==> src/rtl/grc_pkg.sv <==
// ============================================================================
// Module      : grc_pkg
// Description : Shared constants for the Gray-code counter slice.
// Revision    : 1.0 - initial release
// ============================================================================
`default_nettype none

package grc_pkg;
  localparam int GRC_DEFAULT_N = 4;
endpackage

`default_nettype wire

==> src/rtl/grc_bin2gray.sv <==
// ============================================================================
// Module      : grc_bin2gray
// Description : Combinational binary-to-Gray converter.
// Revision    : 1.0 - initial release
// ============================================================================
`default_nettype none

module grc_bin2gray
  import grc_pkg::*;
#(
  parameter int N = GRC_DEFAULT_N
) (
  input  logic [N-1:0] bin_i,
  output logic [N-1:0] gray_o
);

  assign gray_o = bin_i ^ (bin_i >> 1);

endmodule

`default_nettype wire

==> src/rtl/grc.sv <==
// ============================================================================
// Module      : grc
// Description : Free-running N-bit Gray-code counter with registered output.
// Revision    : 1.0 - initial release
// ============================================================================
`default_nettype none

module grc
  import grc_pkg::*;
#(
  parameter int N = GRC_DEFAULT_N
) (
  input  logic         clk,
  input  logic         rstn,
  output logic [N-1:0] out
);

  localparam logic [N-1:0] c_one = {{(N-1){1'b0}}, 1'b1};

  logic [N-1:0] r_bin;
  logic [N-1:0] r_out;
  logic [N-1:0] w_bin_next;
  logic [N-1:0] w_gray_next;

  // Carry out of the top bit is discarded, giving the modulo-2**N wrap.
  assign w_bin_next = r_bin + c_one;

  // Converting the next count keeps out a pure register with no output logic.
  grc_bin2gray #(
    .N (N)
  ) u_bin2gray (
    .bin_i  (w_bin_next),
    .gray_o (w_gray_next)
  );

  always_ff @(posedge clk or negedge rstn) begin
    if (!rstn) begin
      r_bin <= '0;
      r_out <= '0;
    end else begin
      r_bin <= w_bin_next;
      r_out <= w_gray_next;
    end
  end

  assign out = r_out;

endmodule

`default_nettype wire

==> config.mk <==
export PLATFORM = sky130hd
export DESIGN_NAME = grc
export DESIGN_NICKNAME = d
export VERILOG_FILES = /design/src/rtl/grc_pkg.sv /design/src/rtl/grc_bin2gray.sv /design/src/rtl/grc.sv
export SDC_FILE = /design/constraint.sdc
export NUM_CORES = 1
export LEC_CHECK = 0
export ABC_AREA = 0
export CORE_AREA = 2 2 39 41
export DETAILED_ROUTE_END_ITERATION = 8
export DIE_AREA = 0 0 41 43
export PLACE_DENSITY = 0.48
export SLEW_MARGIN = 15
export SYNTH_ARGS = -nofsm -noshare
export SYNTH_HDL_FRONTEND = slang
export SYNTH_HIERARCHICAL = 1
export SYNTH_SLANG_ARGS = --single-unit
export TNS_END_PERCENT = 1
==> constraint.sdc <==
create_clock -name clk -period 1.33 [get_ports clk]
set_input_delay 0.1995 -clock clk [delete_from_list [all_inputs] [get_ports clk]]
set_output_delay 0.1995 -clock clk [all_outputs]
set_load 0.01 [all_outputs]
==> metrics <==
status complete, no violations; post-route setup slack 0.0470 ns; Synth Area in Adders under 10%; final WL between 300 and 400 um; via count between 100 and 150; RSZ-0062 raised after global routing no; max cap viols 0; syn nets 20; CP peak stage delay 0.52 ns; CTS clk-pin slew, worst paths 0.05 ns; Hold Path Class in2async; Routed WL per cell around 8.9 um; Crit Path Max Fanout 1; crit path kind reg2out; Leak roughly 0.00022 uW; Layout Nets 29; Layout Skew about 0.0029 ns; multiplexer share of the synthesized area 0%; Required @ worst endpoint between 1 and 1.5 ns; share of cells above drive strength 1 around 17%; Ys Warns 6; Synth Area in Compound Gates 0%; P per Cell Area 1150 nW/um^2; register area between 200 and 250 sq um; initial antenna violation count 0; synth unique cells 7; Die Y about 43 um; Worst Max-Slew Pin Slew around 0.34 ns; Vias/cell 3.30; fillers 141; Area Overhead vs Synth 33.3%; Antenna Nets Post-Route 0; Final min period between 1 and 1.5 ns; drt first pass iters 2; Root Buffer clkbuf_4; placed cell area 340 sq um; largest family of logic cells by synthesized area XOR/XNOR gates; number of buffers added on ports 5; CP max stage cell clkdlybuf4s50_1; Critical Path, Cell by Cell clkdlybuf4s50_1; Post-Syn Area about 280 sq um; vias in the first global route around 130; Remaining DRCs 0; Max Slew Vio Count 0; # IOs 6; total grt overflow 0; core footprint 1380 sq um; WP buf/inv 1; die area roughly 1800 sq um; width of the die roughly 41 um; Setup WS pre-CTS about 0.22 ns; Num Clock Sinks 8; maximum VDD drop 0.318 mV; latest clock arrival within the worst-skew pair roughly 0.25 ns; largest net degree at the start of global routing 9; Initial Utilization about a fifth; fmax about 800 MHz; Worst Setup End Kind primary output; GPL Wtd Cong ~0.63; row cnt 14; Post-CTS Hold Buffers 0; total inserted antenna cells 0; multi-input logic area ~66 sq um; Post-Syn Instances 17; fin area ~370 sq um; dpl hpwl approximately 240 um; TNS Setup 0 ns; post-synthesis sequential element count 8; xor/xnor share of the synthesized area roughly 16%; average cell area after synthesis 16.3 sq um; initial DRC count 3; WP data arrival 1.08 ns; Critical Path Source Type flip-flop; commonest non-fill, non-tap cell in the layout dfrtp_1; simple-gate share of the synthesized area under 10%; register area share after synthesis between 70% and 80%; total CTS buffers 3; global-route wire length before repair 545 um; setup violators final 0; Post-CTS Setup Repair Bufs 0; Tot GR Track Use 5.48%; CTS tree done; Slew Limit Headroom ~77%; Final Cycle Share between 90% and 100%; commonest cells after routing, fill and taps aside dfrtp_1, xor2_1, clkbuf_4, dlymetal6s2s_1, clkdlybuf4s50_1; clk buf depth 2; Fin. Hold Viols 0; Max H-tree Level 1; Crit path max-delay family buffers and inverters
-- cells in the mapped netlist (all sizes together) --
cell type	count	share of area [%]
xor2	4	13
nand3	1	3.6
dfrtp	8	72
inv	1	1.4
buf	1	2.7
ha	1	4.5
xnor2	1	3.2
-- registers in the layout, summed over array words and instances (netlist names) --
name / cells
r_bin: 4
out: 4
-- power breakdown --
part	switching [uW]	internal, uW
clock	73.8	103
sequential	0	244
combinational	4.30	2.60
total	78.1	349
-- worst paths after layout --
kind	from	end	slack, ns	cells after the start
setup reg to reg	r_bin[0]	out[1]	0.21	3
hold reg to reg	r_bin[0]	r_bin[0]	0.50	1
setup / recovery	out[2]	out[2]	0.05	1
min in group clk	r_bin[0]	r_bin[0]	0.50	1
max in group asynchronous	rstn	r_bin[1]	0.85	1
hold / removal	rstn	out[2]	0.22	1
-- logic make-up after synthesis --
family,after synthesis
DFF,8
and+or+nand+nor,1
xor gates and xnor gates,5
adders and majority gates,1
buffers and inverters,2
-- through the flow --
step	total power [uW]	hold slack (ns)	utilization [%]	instances
detailed placement	255	0.490	24.6	37
global route	461	0.243	26.8	40
global placement	255	0.493	24.6	37
floorplan	248	-0.0961	-	17
CTS	442	0.224	26.2	40
finish	427	0.222	26.8	40
-- metal layers --
metal	up-vias	global-route usage, %	share of wire, %
met5	-	0	0
met4	0	6.00	0
met2	6	4.69	40
met3	0	5.24	14
li1	65	-	-
met1	61	6.64	46
-- final cells by class --
cell class | instances | area share (%)
clock buffers | 3 | 6.08
inverters | 1 | 1.01
multi-input cells | 7 | 17.9
flip-flops and latches | 8 | 54.1
well taps | 16 | 5.41
repair buffers | 5 | 15.5
-- timing repair --
action	CTS	global route
gates resized for setup	0	3
hold endpoints to repair	0	0
setup endpoints to repair	0	3
(Power assumes the default switching activity.)
